File: src/rtl/fix_rx_framer.sv
// fix_rx_framer: delimits FIX messages in the TOE receive stream, forwards them with one cycle
// of latency, checks the tag-10 trailer, and aborts/resyncs on malformed input. Macro: FIX_RX_CKSUM_EN.
module fix_rx_framer #(
  parameter int NUM_HOST = 2,
  parameter int MAX_LEN  = 1024
) (
  input  logic                clk,
  input  logic                rst_n,
  input  logic                byte_valid_i,
  input  logic [7:0]          byte_i,
  input  logic [NUM_HOST-1:0] id_i,
  output logic [7:0]          message_o,
  output logic                message_valid_o,
  output logic                new_message_o,
  output logic                eom_o,
  output logic                checksum_ok_o,
  output logic                abort_o,
  output logic [NUM_HOST-1:0] msg_id_o
);
  localparam int               LEN_W   = $clog2(MAX_LEN + 1);
  localparam logic [LEN_W-1:0] LEN_MAX = LEN_W'(MAX_LEN);
  localparam logic [7:0]       SOH     = 8'h01;
  localparam logic [7:0]       EQ      = 8'h3d;
  localparam logic [7:0]       START   = 8'h38;

  typedef enum logic [1:0] {IDLE, TAG, VALUE, CK} state_t;

  state_t           state, state_d;
  logic [LEN_W-1:0] len;
  logic [6:0]       tag_acc;
  logic [1:0]       ck_cnt;
  logic             is_digit, is_soh, is_eq;
  logic [3:0]       digit;
  logic [10:0]      tag_prod;
  logic [6:0]       tag_next;
  logic             fmt_bad, start_c, abort_c, fwd_c, eom_c, ck_match;

  assign is_digit = (byte_i >= 8'h30) && (byte_i <= 8'h39);
  assign is_soh   = (byte_i == SOH);
  assign is_eq    = (byte_i == EQ);
  assign digit    = byte_i[3:0];
  assign tag_prod = 11'(tag_acc) * 11'd10 + 11'(digit);
  assign tag_next = (tag_prod > 11'd127) ? 7'd127 : tag_prod[6:0];

  // NOTE: sequential state uses non-blocking assignments so every flop samples pre-edge values.
  always_ff @(posedge clk or negedge rst_n) begin
    if (!rst_n) state <= IDLE;
    else        state <= state_d;
  end

  always_comb begin
    state_d = state;
    if (abort_c) begin
      state_d = IDLE;
    end else if (fwd_c) begin
      case (state)
        IDLE:    state_d = TAG;
        TAG:     if (is_eq) state_d = (tag_acc == 7'd10) ? CK : VALUE;
        VALUE:   if (is_soh) state_d = TAG;
        default: if (is_soh) state_d = IDLE;
      endcase
    end
  end

  // NOTE: every comb output gets a default first so no path leaves it unassigned (no latch).
  always_comb begin
    fmt_bad = 1'b0;
    case (state)
      TAG:     fmt_bad = !(is_digit || is_eq);
      CK:      fmt_bad = is_digit ? (ck_cnt == 2'd3) : !(is_soh && ck_cnt == 2'd3);
      default: fmt_bad = 1'b0;
    endcase
    start_c = byte_valid_i && (state == IDLE) && (byte_i == START);
    abort_c = byte_valid_i && (state != IDLE) &&
              (fmt_bad || (id_i != msg_id_o) || (len == LEN_MAX));
    fwd_c   = start_c || (byte_valid_i && (state != IDLE) && !abort_c);
    eom_c   = fwd_c && (state == CK) && is_soh;
  end

`ifdef FIX_RX_CKSUM_EN
  logic [7:0] sum, snap;
  logic [9:0] ck;

  // snap captures the running sum at each SOH; the last one before "10=" is the checksum target.
  always_ff @(posedge clk or negedge rst_n) begin
    if (!rst_n) begin
      sum  <= 8'd0;
      snap <= 8'd0;
      ck   <= 10'd0;
    end else if (start_c) begin
      sum  <= START;
      snap <= 8'd0;
      ck   <= 10'd0;
    end else if (fwd_c) begin
      if (state != CK) sum <= sum + byte_i;
      if (state == VALUE && is_soh) snap <= sum + byte_i;
      if (state == CK && is_digit) ck <= ck * 10'd10 + 10'(digit);
    end
  end

  assign ck_match = (ck == {2'b00, snap});
`else
  assign ck_match = 1'b1;
`endif

  always_ff @(posedge clk or negedge rst_n) begin
    if (!rst_n) begin
      message_o       <= 8'd0;
      message_valid_o <= 1'b0;
      new_message_o   <= 1'b0;
      eom_o           <= 1'b0;
      checksum_ok_o   <= 1'b0;
      abort_o         <= 1'b0;
      msg_id_o        <= '0;
      len             <= '0;
      tag_acc         <= 7'd0;
      ck_cnt          <= 2'd0;
    end else begin
      message_valid_o <= 1'b0;
      new_message_o   <= 1'b0;
      eom_o           <= 1'b0;
      checksum_ok_o   <= 1'b0;
      abort_o         <= 1'b0;
      if (fwd_c) begin
        message_o       <= byte_i;
        message_valid_o <= 1'b1;
        len             <= start_c ? LEN_W'(1) : len + LEN_W'(1);
      end
      if (start_c) begin
        new_message_o <= 1'b1;
        msg_id_o      <= id_i;
        tag_acc       <= 7'd8;
        ck_cnt        <= 2'd0;
      end else if (fwd_c) begin
        if (state == TAG && is_digit)  tag_acc <= tag_next;
        if (state == VALUE && is_soh)  tag_acc <= 7'd0;
        if (state == CK && is_digit)   ck_cnt  <= ck_cnt + 2'd1;
      end
      if (eom_c) begin
        eom_o         <= 1'b1;
        checksum_ok_o <= ck_match;
      end
      if (abort_c) abort_o <= 1'b1;
    end
  end
endmodule

File: config.mk
export PLATFORM = sky130hd
export DESIGN_NAME = fix_rx_framer
export DESIGN_NICKNAME = d
export VERILOG_FILES = /design/src/rtl/fix_rx_framer.sv
export SDC_FILE = /design/constraint.sdc
export NUM_CORES = 1
export LEC_CHECK = 0
export BUFFER_PORTS_ARGS = -buffer_cell sky130_fd_sc_hd__buf_2
export CORE_ASPECT_RATIO = 1.1
export CORE_MARGIN = 4
export CORE_UTILIZATION = 55
export CTS_CLUSTER_SIZE = 25
export DETAILED_ROUTE_END_ITERATION = 7
export PLACE_DENSITY = 0.76
export SYNTH_ARGS = -nofsm -noshare
export SYNTH_HDL_FRONTEND = slang
export SYNTH_SLANG_ARGS = --single-unit
File: constraint.sdc
create_clock -name clk -period 3.7 [get_ports clk]
set_input_delay 0.74 -clock clk [delete_from_list [all_inputs] [get_ports clk]]
set_output_delay 0.74 -clock clk [all_outputs]
set_load 0.1 [all_outputs]
# Yosys cells after proc, flatten, opt, wreduce, memory -nomap -nowiden
# Index checks and enable logic that the tools add are counted.
dict set report word_totals {
  regBits 36
  wordCells 80
  inputBits 13
}
dict set report op_classes {
  multipliers 1
  n_eq_ne 12
  addsub 3
  reduce_logical 29
  muxes 22
  n_lt_le_gt_ge 3
}
# operator count
set ops {}
lappend ops {{$mux W7} 5}
lappend ops {{$eq A8 B6 Y1 const B} 2}
lappend ops {{$mux W2} 8}
lappend ops {{$logic_and A1 B1 Y1} 12}
lappend ops {{$add A11 B1 Y11 const B} 1}
lappend ops {{$add A11 B4 Y11} 1}
lappend ops {{$eq A11 B11 Y1 const B} 1}
lappend ops {{$gt A11 B7 Y1 const B} 1}
lappend ops {{$mux W11} 1}
lappend ops {{$mul A7 B3 Y10 const B} 1}
lappend ops {{$eq A8 B1 Y1 const B} 1}
lappend ops {{$ge A8 B6 Y1 const B} 1}
lappend ops {{$le A8 B6 Y1 const B} 1}
lappend ops {{$reduce_bool A2 Y1} 4}
lappend ops {{$eq A7 B4 Y1 const B} 1}
lappend ops {{$eq A2 B2 Y1 const B} 3}
lappend ops {{$mux W1} 6}
lappend ops {{$ne A3 B3 Y1 const B} 2}
lappend ops {{$pmux W2 S3} 1}
lappend ops {{$logic_or A1 B1 Y1} 4}
lappend ops {{$reduce_and A2 Y1} 2}
lappend ops {{$reduce_and A4 Y1} 1}
lappend ops {{$reduce_bool A4 Y1} 1}
lappend ops {{$logic_not A1 Y1} 3}
lappend ops {{other kinds (6)} 6}

# Depth between registers and ports, before layout
dict set report depth {
  depth_word 14
  ltp_mapped 10
}

# Least setup slack after synthesis
# Ideal clock, no wire load.
dict set report synth_path {
  path_kind {register -> register}
  from {register tag_acc[2]}
  to {register tag_acc[3]}
  path_slack_ps 986
  arrival_ps 2579
  path_buffers 0
  required_ps 3565
  setup_ps 135
  stages_incl_launch_ff 9
  synth_period_minus_slack_ps 2714
  path_cell_list {dfrtp_1 > ha_1 > ha_1 > a21o_1 > or4_1 > a2111oi_0 > a21bo_2 > nor2_1 > o211ai_1}
}
dict set report synth_between {
  elab_chain_cells 8
}
# element line
set synth_lines {}
lappend synth_lines {{start: declaration} 30} ;# logic [6:0] tag_acc;
lappend synth_lines {{start signal: assignment} 135} ;# if (state == TAG && is_digit) tag_acc <= tag_next;
lappend synth_lines {{$mul A7 B3 Y10 (*)} 42} ;# assign tag_prod = 11'(tag_acc) * 11'd10 + 11'(digit);
lappend synth_lines {{$add A11 B4 Y11 (*)} 42}
lappend synth_lines {{$gt A11 B7 Y1} 43} ;# assign tag_next = (tag_prod > 11'd127) ? 7'd127 : tag_prod[6:0];
lappend synth_lines {{$mux W7 (*)} 43}
lappend synth_lines {{$mux W7 (*)} 135}
lappend synth_lines {{$mux W7 (*)} 136} ;# if (state == VALUE && is_soh) tag_acc <= 7'd0;
lappend synth_lines {{$mux W7 (*)} 134} ;# end else if (fwd_c) begin
lappend synth_lines {{$mux W7 (*)} 129} ;# if (start_c) begin
# Mark *: on every way between the ends. The rest lies on a longest branch, timed or not. The select of a mux whose other input is x is not followed.
# A chain may end at the register's enable or synchronous reset.

# Worst setup path after layout
# Same ends and word-level chain as after synthesis.

==> flow_metrics.py <==
metrics = {
    "synth": {
        "async_reset_ff_frac": 1.000,
        "synth_top_cell_by_area": "dfrtp_1",
        "synth_compound_area_frac": 0.1535,
        "synth-xor-area-share": 0.03492,
        "yosys.area_share.simple": 0.2223,
        "yosysUniqueCellTypes": 51,
        "ys.flop_type": "dfrtp_1",
        "synth_top_family_by_area": "simple AND/OR/NAND/NOR gates",
        "yosys-mux-area-fraction": 0.05322,
        "synth_edf_count": 0,
        "syn_area_um2": 2257,
        "synth.avg_cell_area_um2": 9.943,
        "synth_top_area_share": 0.3991,
        "ys_warn_count": 0,
        "synth_fa_ha_area_frac": 0.1064,
        "yosysSeqAreaShare": 0.3991,
        "synth_seq_cells": 36,
        "synthesis.nets": 258,
        "synthCells": 227,
        "synthTopCellsByArea": "dfrtp_1 40%, ha_1 8.9%, nand2_1 4.3%",
    },
    "die": {
        "die-area_um2": 5194,
        "fp.dieH_um": 75.19,
        "coreArea_um2": 3964,
        "ioPinCount": 28,
        "die_width_um": 69.08,
        "start_util": 0.5694,
        "rows": 24,
    },
    "sta": {
        "grt_setup_unrepaired": "false",
        "finClkSkew_ns": 0.004586,
        "hold_viol": 0,
        "setup_slack_ns": 0.6566,
        "finalCriticalPeriod_ns": 3.043,
        "period_share": 0.8225,
        "fmax_mhz": 328.6,
        "finalMaxSlewViolations": 0,
        "worst_pin_slew_ns": 0.9256,
        "setup_viol": 0,
        "relSlewSlack": 0.3670,
        "tns_ns": 0,
    },
    "layout": {
        "num_antenna_cells": 0,
        "nets": 282,
        "final_common_cell": "dfrtp_1",
        "drive_gt1_frac": 0.2032,
        "mostFrequentLayoutCells": "36 x dfrtp_1, 27 x buf_2, 26 x nand2_1",
        "area_growth_pct": 10.09,
    },
    "cts": {
        "hold_buffers": 0,
        "cts.clk_slew.worst_paths_ns": 0.07,
        "postCtsSetupBuffers": 0,
        "clockBufferDepth": 2,
        "cts_resized": 0,
        "h-tree-depth": 2,
        "clock_sinks": 36,
        "numCtsBuffers": 5,
        "cts_tree": "built",
        "clk-insertion-delay-late_ns": 0.29,
        "cts_root_buffer": "clkbuf_8",
    },
    "placement": {
        "post-dp-hpwl_um": 3485,
        "preCtsSetupSlack_ns": 0.7339,
        "port_buffers": 27,
        "routabilityCongestion": 0.9550,
    },
    "hold_path": {
        "hold_class": "reg -> reg",
    },
    "run_status": {
        "outcome": "finished clean",
    },
    "power": {
        "power_leakage_nw": 1.219,
        "p_per_area_nw_per_um2": 600.6,
        "vdd_drop_max_mv": 0.6010,
        "power.total_w": 0.001492,
    },
    "critical_path": {
        "start_kind": "flop",
        "cp_top_family": "compound AO/OA/AOI/OAI gates",
        "critPathSlowestCell": "a2111oi_0",
        "cpMostUsedCell": "ha_1",
        "cp.buffers_inverters": 0,
        "worstPathArrival_ns": 3.20,
        "endpoint_kind": "flop",
        "worstPathCellList": "ha_1 -> ha_1 -> a21o_1 -> or4_1 -> a2111oi_0 -> a21bo_2 -> nor2_1 -> o211ai_1",
        "critPathMaxFanout": 6,
        "path_class": "reg -> reg",
        "required_ns": 3.86,
        "slowest_delay_ns": 0.60,
    },
    "detailed_routing": {
        "ant_nets": 0,
        "wirelength_um": 4686,
        "drtPass1Iterations": 4,
        "drc_errors": 0,
        "via_count": 1813,
        "wl_per_cell_um": 15.47,
        "drtIter0Drc": 138,
        "routed_via_density": 5.983,
    },
    "global_routing": {
        "grt_pass1_wl_um": 8259,
        "grt_pass1_vias": 1796,
        "grt_max_degree": 37,
        "grt_overflow": 0,
        "grt.total_usage": 0.1976,
        "antenna_found_initial": 0,
    },
    "job": {
        "maxCapViolations": 0,
    },
}
layer usage:
layer | global-route usage | wire (um) | vias to the layer above
met5 | 0 | 0 | -
met4 | 0.07375 | 76 | 0
met3 | 0.03872 | 180 | 9
met2 | 0.3549 | 2333 | 34
met1 | 0.2390 | 2095 | 890
li1 | - | - | 880
cell families (layout without fill, tap and decap cells):
family	Yosys count	after routing
AOI/OAI and AO/OA	48	48
xor gates and xnor gates	9	9
adders and majority gates	18	18
buffers and inverters	15	39
DFF	36	36
muxes	11	11
and+or+nand+nor	90	90
state kept, by name (all words and copies together) (netlist names):
signal and count:
len 11, message_o 8, tag_acc 7, ck_cnt 2
msg_id_o 2, state 2, abort_o 1, checksum_ok_o 1
message_valid_o 1, new_message_o 1
cells in the mapped netlist, types with 2 or more instances:
| master | n |
|---|---|
| dfrtp_1 | 36 |
| nand2_1 | 26 |
| nor2_1 | 20 |
| ha_1 | 16 |
| a21oi_1 | 8 |
| mux2_2 | 8 |
| or4_1 | 8 |
| nand4_1 | 6 |
| o211ai_1 | 6 |
| o21ai_0 | 6 |
| o2bb2ai_1 | 6 |
| xnor2_1 | 6 |
| a21o_1 | 5 |
| clkbuf_1 | 5 |
| inv_1 | 5 |
| and2_1 | 4 |
| nand3_1 | 4 |
| mux2i_1 | 3 |
| nor3_1 | 3 |
| nor4b_1 | 3 |
| o31ai_1 | 3 |
| xor2_1 | 3 |
| a2111oi_0 | 2 |
| a21boi_0 | 2 |
| and3_1 | 2 |
| buf_1 | 2 |
| fa_1 | 2 |
| nand3b_1 | 2 |
| o21a_1 | 2 |
| or4b_2 | 2 |
path summary, 6_finish.rpt:
path	cells after the start	end	start	slack [ns]
worst max-delay path	8	tag_acc[3]	tag_acc[2]	0.66
worst min-delay path	1	message_o[0]	message_o[0]	0.50
worst max register to register	8	tag_acc[3]	tag_acc[2]	0.66
worst min register to register	1	message_o[0]	message_o[0]	0.50
max in group asynchronous	1	len[1]	rst_n	2.67
min in group asynchronous	1	msg_id_o[0]	rst_n	0.53
report_power, final:
| part | internal (W) | switching [W] | leakage [nW] |
|---|---|---|---|
| clock | 0.000128 | 0.000134 | 0.0410 |
| combinational | 0.000164 | 0.000523 | 0.705 |
| sequential | 0.000473 | 0.0000705 | 0.473 |
| total | 0.000765 | 0.000727 | 1.22 |
stage by stage:
| stage | utilization | hold WS, ns | instances | cell area (um2) |
|---|---|---|---|---|
| 6_report | 0.6269 | 0.5008 | 303 | 2485 |
| 5_1_grt | 0.6269 | 0.5134 | 303 | 2485 |
| 4_1_cts | 0.6269 | 0.5035 | 303 | 2485 |
| 3_5_place_dp | 0.6073 | 0.4878 | 296 | 2407 |
| 3_3_place_gp | 0.6073 | 0.4819 | 296 | 2407 |
| 2_1_floorplan | - | 0.4444 | 227 | 2257 |
final cells by class:
cell class	count	area (um2)
fill	341	1479
multi-input combinational	176	1287
sequential	36	900.9
timing repair buffer	27	135.1
clock buffer	6	72.57
tap	52	65.06
inverter	5	18.77
clock inverter	1	5.005
worst reg2reg max path, cell delays in order (launching register included):
cell       delay, ns
dfrtp_1         0.42
ha_1            0.35
ha_1            0.33
a21o_1          0.16
or4_1           0.50
a2111oi_0       0.60
a21bo_2         0.34
nor2_1          0.12
o211ai_1        0.09
(Power assumes the default switching activity.)
